`src/rtl/add_sum_accumulator_if.sv`:
```
// Sample/total handshake bundle between the adder stage, the accumulator and its consumer.
// The slave modport is the accumulator's view; the master modport is the driver/consumer view.
interface add_sum_accumulator_if #(
  parameter int DW    = 4,
  parameter int ACC_W = 9
);
  logic          in_valid;
  logic          in_ready;
  logic [DW-1:0] in_a;
  logic [DW-1:0] in_b;
  logic [DW:0]   in_y;

  logic             out_valid;
  logic             out_ready;
  logic [ACC_W-1:0] out_sum;
  logic             out_ovf;
  logic             out_err;
  logic [7:0]       err_cnt;
  logic [7:0]       blk_cnt;

  modport slave (
    input  in_valid, in_a, in_b, in_y, out_ready,
    output in_ready, out_valid, out_sum, out_ovf, out_err, err_cnt, blk_cnt
  );

  modport master (
    output in_valid, in_a, in_b, in_y, out_ready,
    input  in_ready, out_valid, out_sum, out_ovf, out_err, err_cnt, blk_cnt
  );
endinterface

```
`src/rtl/add_sum_accumulator.sv`:
```
// Block accumulator for adder results: sums BLOCK_LEN y values and presents the total on a handshake.
// Define SUM_CHECK_EN to also cross-check each y against a+b (out_err, err_cnt); otherwise both read 0.
module add_sum_accumulator #(
  parameter int DW        = 4,
  parameter int BLOCK_LEN = 11,
  parameter int ACC_W     = 9
) (
  input  logic                  clk,
  input  logic                  rst,
  add_sum_accumulator_if.slave  bus
);

  localparam int CNT_W = (BLOCK_LEN > 2) ? $clog2(BLOCK_LEN) : 1;
  localparam int SUM_W = ACC_W + 1;

  typedef enum logic {ACCUM, HOLD} state_t;

  state_t           state, state_nxt;
  logic [ACC_W-1:0] acc;
  logic [CNT_W-1:0] cnt;
  logic             ovf;
  logic             mism;
  logic [ACC_W-1:0] out_sum_q;
  logic             out_ovf_q;
  logic             out_err_q;
  logic [7:0]       blk_cnt_q;
  logic [7:0]       err_cnt_q;

  logic             accept;
  logic             last;
  logic             carry;
  logic             mism_now;
  logic [SUM_W-1:0] sum_ext;

  assign accept  = (state == ACCUM) && bus.in_valid;
  assign last    = (cnt == CNT_W'(BLOCK_LEN - 1));
  assign sum_ext = {1'b0, acc} + SUM_W'(bus.in_y);
  assign carry   = sum_ext[ACC_W];

`ifdef SUM_CHECK_EN
  assign mism_now = (bus.in_y != ({1'b0, bus.in_a} + {1'b0, bus.in_b}));
`else
  assign mism_now = 1'b0;
`endif

  // NOTE: sequential state uses non-blocking assignments so every register samples pre-edge values.
  always_ff @(posedge clk or posedge rst) begin
    if (rst) state <= ACCUM;
    else     state <= state_nxt;
  end

  // NOTE: default assignment first keeps this combinational block from inferring a latch.
  always_comb begin
    state_nxt = state;
    case (state)
      ACCUM:   if (accept && last) state_nxt = HOLD;
      HOLD:    if (bus.out_ready)  state_nxt = ACCUM;
      default: state_nxt = ACCUM;
    endcase
  end

  // Handshake flags are pure decodes of the state register, so no input reaches them combinationally.
  always_comb begin
    bus.in_ready  = (state == ACCUM);
    bus.out_valid = (state == HOLD);
  end

  always_ff @(posedge clk or posedge rst) begin
    if (rst) begin
      acc       <= '0;
      cnt       <= '0;
      ovf       <= 1'b0;
      mism      <= 1'b0;
      out_sum_q <= '0;
      out_ovf_q <= 1'b0;
      out_err_q <= 1'b0;
      blk_cnt_q <= '0;
    end else begin
      if (accept) begin
        if (last) begin
          out_sum_q <= sum_ext[ACC_W-1:0];
          out_ovf_q <= ovf | carry;
          out_err_q <= mism | mism_now;
          acc       <= '0;
          cnt       <= '0;
          ovf       <= 1'b0;
          mism      <= 1'b0;
        end else begin
          acc  <= sum_ext[ACC_W-1:0];
          cnt  <= cnt + 1'b1;
          ovf  <= ovf | carry;
          mism <= mism | mism_now;
        end
      end
      if (state == HOLD && bus.out_ready) blk_cnt_q <= blk_cnt_q + 1'b1;
    end
  end

`ifdef SUM_CHECK_EN
  always_ff @(posedge clk or posedge rst) begin
    if (rst)                                   err_cnt_q <= '0;
    else if (accept && mism_now && err_cnt_q != 8'hFF) err_cnt_q <= err_cnt_q + 1'b1;
  end
`else
  assign err_cnt_q = '0;
`endif

  assign bus.out_sum = out_sum_q;
  assign bus.out_ovf = out_ovf_q;
  assign bus.out_err = out_err_q;
  assign bus.err_cnt = err_cnt_q;
  assign bus.blk_cnt = blk_cnt_q;

endmodule

```
`src/flat_wrapper.sv`:
```
// flat-port wrapper written by rule: the top's interface ports become plain ports
module add_sum_accumulator_flat 
#(
  parameter int DW        = 4,
  parameter int BLOCK_LEN = 11,
  parameter int ACC_W     = 9
)
  (clk, rst, bus_in_valid, bus_in_a, bus_in_b, bus_in_y, bus_out_ready, bus_in_ready, bus_out_valid, bus_out_sum, bus_out_ovf, bus_out_err, bus_err_cnt, bus_blk_cnt);
  add_sum_accumulator_if #(.DW(DW), .ACC_W(ACC_W)) bus_i ();
  input  logic clk;
  input  logic rst;
  input wire logic [$bits(bus_i.in_valid)-1:0] bus_in_valid;
  input wire logic [$bits(bus_i.in_a)-1:0] bus_in_a;
  input wire logic [$bits(bus_i.in_b)-1:0] bus_in_b;
  input wire logic [$bits(bus_i.in_y)-1:0] bus_in_y;
  input wire logic [$bits(bus_i.out_ready)-1:0] bus_out_ready;
  output wire logic [$bits(bus_i.in_ready)-1:0] bus_in_ready;
  output wire logic [$bits(bus_i.out_valid)-1:0] bus_out_valid;
  output wire logic [$bits(bus_i.out_sum)-1:0] bus_out_sum;
  output wire logic [$bits(bus_i.out_ovf)-1:0] bus_out_ovf;
  output wire logic [$bits(bus_i.out_err)-1:0] bus_out_err;
  output wire logic [$bits(bus_i.err_cnt)-1:0] bus_err_cnt;
  output wire logic [$bits(bus_i.blk_cnt)-1:0] bus_blk_cnt;
  assign bus_i.in_valid = bus_in_valid;
  assign bus_i.in_a = bus_in_a;
  assign bus_i.in_b = bus_in_b;
  assign bus_i.in_y = bus_in_y;
  assign bus_i.out_ready = bus_out_ready;
  assign bus_in_ready = bus_i.in_ready;
  assign bus_out_valid = bus_i.out_valid;
  assign bus_out_sum = bus_i.out_sum;
  assign bus_out_ovf = bus_i.out_ovf;
  assign bus_out_err = bus_i.out_err;
  assign bus_err_cnt = bus_i.err_cnt;
  assign bus_blk_cnt = bus_i.blk_cnt;
  add_sum_accumulator #(.DW(DW), .BLOCK_LEN(BLOCK_LEN), .ACC_W(ACC_W)) u_core (.clk(clk), .rst(rst), .bus(bus_i));
endmodule
```
`config.mk`:
```
export PLATFORM = sky130hd
export DESIGN_NAME = add_sum_accumulator_flat
export DESIGN_NICKNAME = d
export VERILOG_FILES = /design/src/rtl/add_sum_accumulator_if.sv /design/src/rtl/add_sum_accumulator.sv /design/src/flat_wrapper.sv
export SDC_FILE = /design/constraint.sdc
export NUM_CORES = 1
export LEC_CHECK = 0
export CAP_MARGIN = 20
export CORE_UTILIZATION = 51
export DETAILED_ROUTE_END_ITERATION = 7
export MAX_ROUTING_LAYER = met4
export PLACE_DENSITY = 0.94
export SYNTH_ARGS = -nofsm -noshare
export SYNTH_HDL_FRONTEND = slang
export SYNTH_SLANG_ARGS = --single-unit
```
`constraint.sdc`:
```
create_clock -name clk -period 4.2 [get_ports clk]
set_clock_uncertainty 0.15 [all_clocks]
set_input_delay 0.63 -clock clk [delete_from_list [all_inputs] [get_ports clk]]
set_output_delay 0.63 -clock clk [all_outputs]
set_load 0.01 [all_outputs]
```
==> impl_metrics.ini <==
[synth]
avgSynthCellArea_um2 = 10.1
synth_area_leaders = dfrtp_1 48%, nand2_1 5.3%, o21ai_0 5.0%, buf_4 4.4%, ha_1 4.4%
netlist_area_um2 = 1710
synth_top_area_cell = dfrtp_1
synth_top_area_share_pct = 48.2
synth_ff_type = dfrtp_1
synth_edf_count = 0
synth_seq_cells = 33
synthCells = 169
seq_area_frac_synth_pct = 48.2
ys_warn_count = 0
yosysUniqueCellTypes = 37
async_reset_ff_share_pct = 100

[global_routing]
grt-ovfl-total = 0
grt_use_total_pct = 20.1
antenna_found_initial = 0
grt_pass1_vias = 1197
grt_max_degree = 34
grt_pass1_wl_um = 5040

[timing]
setup_violations = 0
setup_ws_ps = 1680
rsz0062_at_grt = false
drv_slew = 0
period_minus_slack_ps = 2520
fin_crit_sh_pct = 60.0
hold_violations = 0
setup-tns-final_ps = 0
max_clock_freq_mhz = 397

[cts]
post-cts-setup-buffers = 0
clkTransAtPathRegs_ps = 90
cts.repair.resized = 0
worst_skew_pair.late_latency_ps = 330
cts_root_buf = clkbuf_4
h-tree-depth = 2
cts.sinks = 33
cts_tree = built
hold_buffers = 0
cts_made_buffers = 5
cts.path.max_buffers = 2

[placed_design]
dp_hpwl_um = 2120
portBuffers = 28
pre_cts_ws_ps = 1350
place.gp.congestion = 0.803

[floorplan]
ios = 46
start_util_pct = 54.8
die-area_um2 = 3590
die_h_um = 60.0
die_x_um = 60.0
coreArea_um2 = 3130
rows = 20

[layout]
final_layout_size_suffix_gt1_share_pct = 10.3
layout_commonest_cell = dfrtp_1
final_cell_mix = 33 x dfrtp_1, 28 x clkdlybuf4s50_1, 24 x nand2_1
syn2layout_area_growth_pct = 21.0
diodes = 0
fin_nets = 226

[worst_setup_path]
r2r-start = u_core.acc[0]$_DFFE_PP0P_
reg2reg_depth = 8
end_kind = flop
reg2reg_to = u_core.acc[8]$_DFFE_PP0P_
critPathLaunchType = primary input
crit_type = primary input to flop
worst-path-max-fanout = 3
critical_path_required_ps = 4310
arrival_ps = 2630
ff2ff_setup_slack_ps = 2080

[drt]
drc = 0
routed_wl_um = 3050
wire_per_inst_um = 12.4
viasPerCell = 5.11
postRouteAntennaNets = 0
vias = 1263
drt_first_pass_iters = 4
drtIter0Drc = 69

[power]
leakagePower_nw = 0.943
irDropWorstVdd_mv = 0.318
power_density_nw_per_um2 = 635

[worst_hold_path]
min_path_type = flop to flop
holdPathEnd = u_core.bus.blk_cnt[7]$_DFFE_PP0P_
hp-start = u_core.bus.blk_cnt[7]$_DFFE_PP0P_
holdPathStages = 1

[status]
outcome = completed

[run]
cap_viol_max_count = 0
## metal layers
metal / global-route usage [%] / share of wire [%] / wire [um] / vias to the layer above
met4: 9.30 / 0.88 / 27 / 0
met5: - / 0 / 0 / -
met1: 23.6 / 44 / 1340 / 595
li1: - / - / - / 625
met3: 4.55 / 5.3 / 161 / 2
met2: 32.5 / 50 / 1520 / 41
## report_power, final
| group | internal [mW] | switching (mW) | total, mW |
|---|---|---|---|
| combinational | 0.295 | 0.282 | 0.577 |
| clock | 0.0970 | 0.101 | 0.198 |
| sequential | 0.439 | 0.101 | 0.540 |
## cell usage after synthesis (2+ instances only)
cell     number
nand3_1       6
ha_1          6
nor2_1        5
o21ai_0      17
mux2_2        2
o21ai_1       4
a21oi_1       5
xor2_1        6
dfrtp_1      33
o21a_1        2
o21ai_2       5
or3_1         4
inv_1         8
xnor2_1       8
buf_4        10
nand2_1      24
nor2b_1       3
nand2_4       2
## registers in the layout, summed over array words and instances (netlist names)
signal,cells
u_core.bus.out_ovf,1
u_core.ovf,1
u_core.bus.out_sum,9
u_core.cnt,4
u_core.bus.out_valid,1
u_core.acc,9
u_core.bus.blk_cnt,8
## how the worst max path moves through the flow
| stage | cells past startpoint | start | endpoint |
|---|---|---|---|
| finish | 9 | bus_in_y[0] | u_core.acc[8]$_DFFE_PP0P_ |
| global route | 9 | bus_in_y[0] | u_core.acc[8]$_DFFE_PP0P_ |
| CTS | 9 | bus_in_y[0] | u_core.acc[8]$_DFFE_PP0P_ |
| detailed placement | 9 | bus_in_y[0] | u_core.acc[8]$_DFFE_PP0P_ |
| global placement | 9 | bus_in_y[0] | u_core.acc[6]$_DFFE_PP0P_ |
| floorplan | 8 | bus_in_y[0] | u_core.acc[6]$_DFFE_PP0P_ |
## logic make-up after synthesis
group                      synth area share [%]
adders and majority gates                  5.55
AOI/OAI and AO/OA                          14.2
other                                     0.219
xor gates and xnor gates                   7.16
muxes                                      2.19
buffers and inverters                      7.09
and+or+nand+nor                            15.3
DFF                                        48.2
## layout make-up
class                   count  area (um^2)
fillers                   242         1060
inverters                   8         30.0
well taps                  44         55.1
repair buffers             30          295
clock inverters             1         5.00
multi-input cells         124          796
clock buffers               7         65.1
flip-flops and latches     33          826
## critical path, stage by stage
cell	delay, ps
clkdlybuf4s50_1	460
ha_1	210
inv_1	70
fa_1	390
nor2b_1	160
o31a_1	230
o21ai_2	90
or3_1	320
o21ai_2	60
## stage by stage
stage	hold WS [ps]	std cells	total power [mW]	area [um^2]	utilization [%]
after floorplan	293	177	0.914	1740	-
after global placement	308	239	1.09	2000	64.0
after detailed placement	316	239	1.11	2000	64.0
after CTS	335	247	1.32	2070	66.2
after global routing	356	247	1.42	2070	66.2
final	334	247	1.31	2070	66.2
No activity file was read; power rests on OpenSTA's default activity.
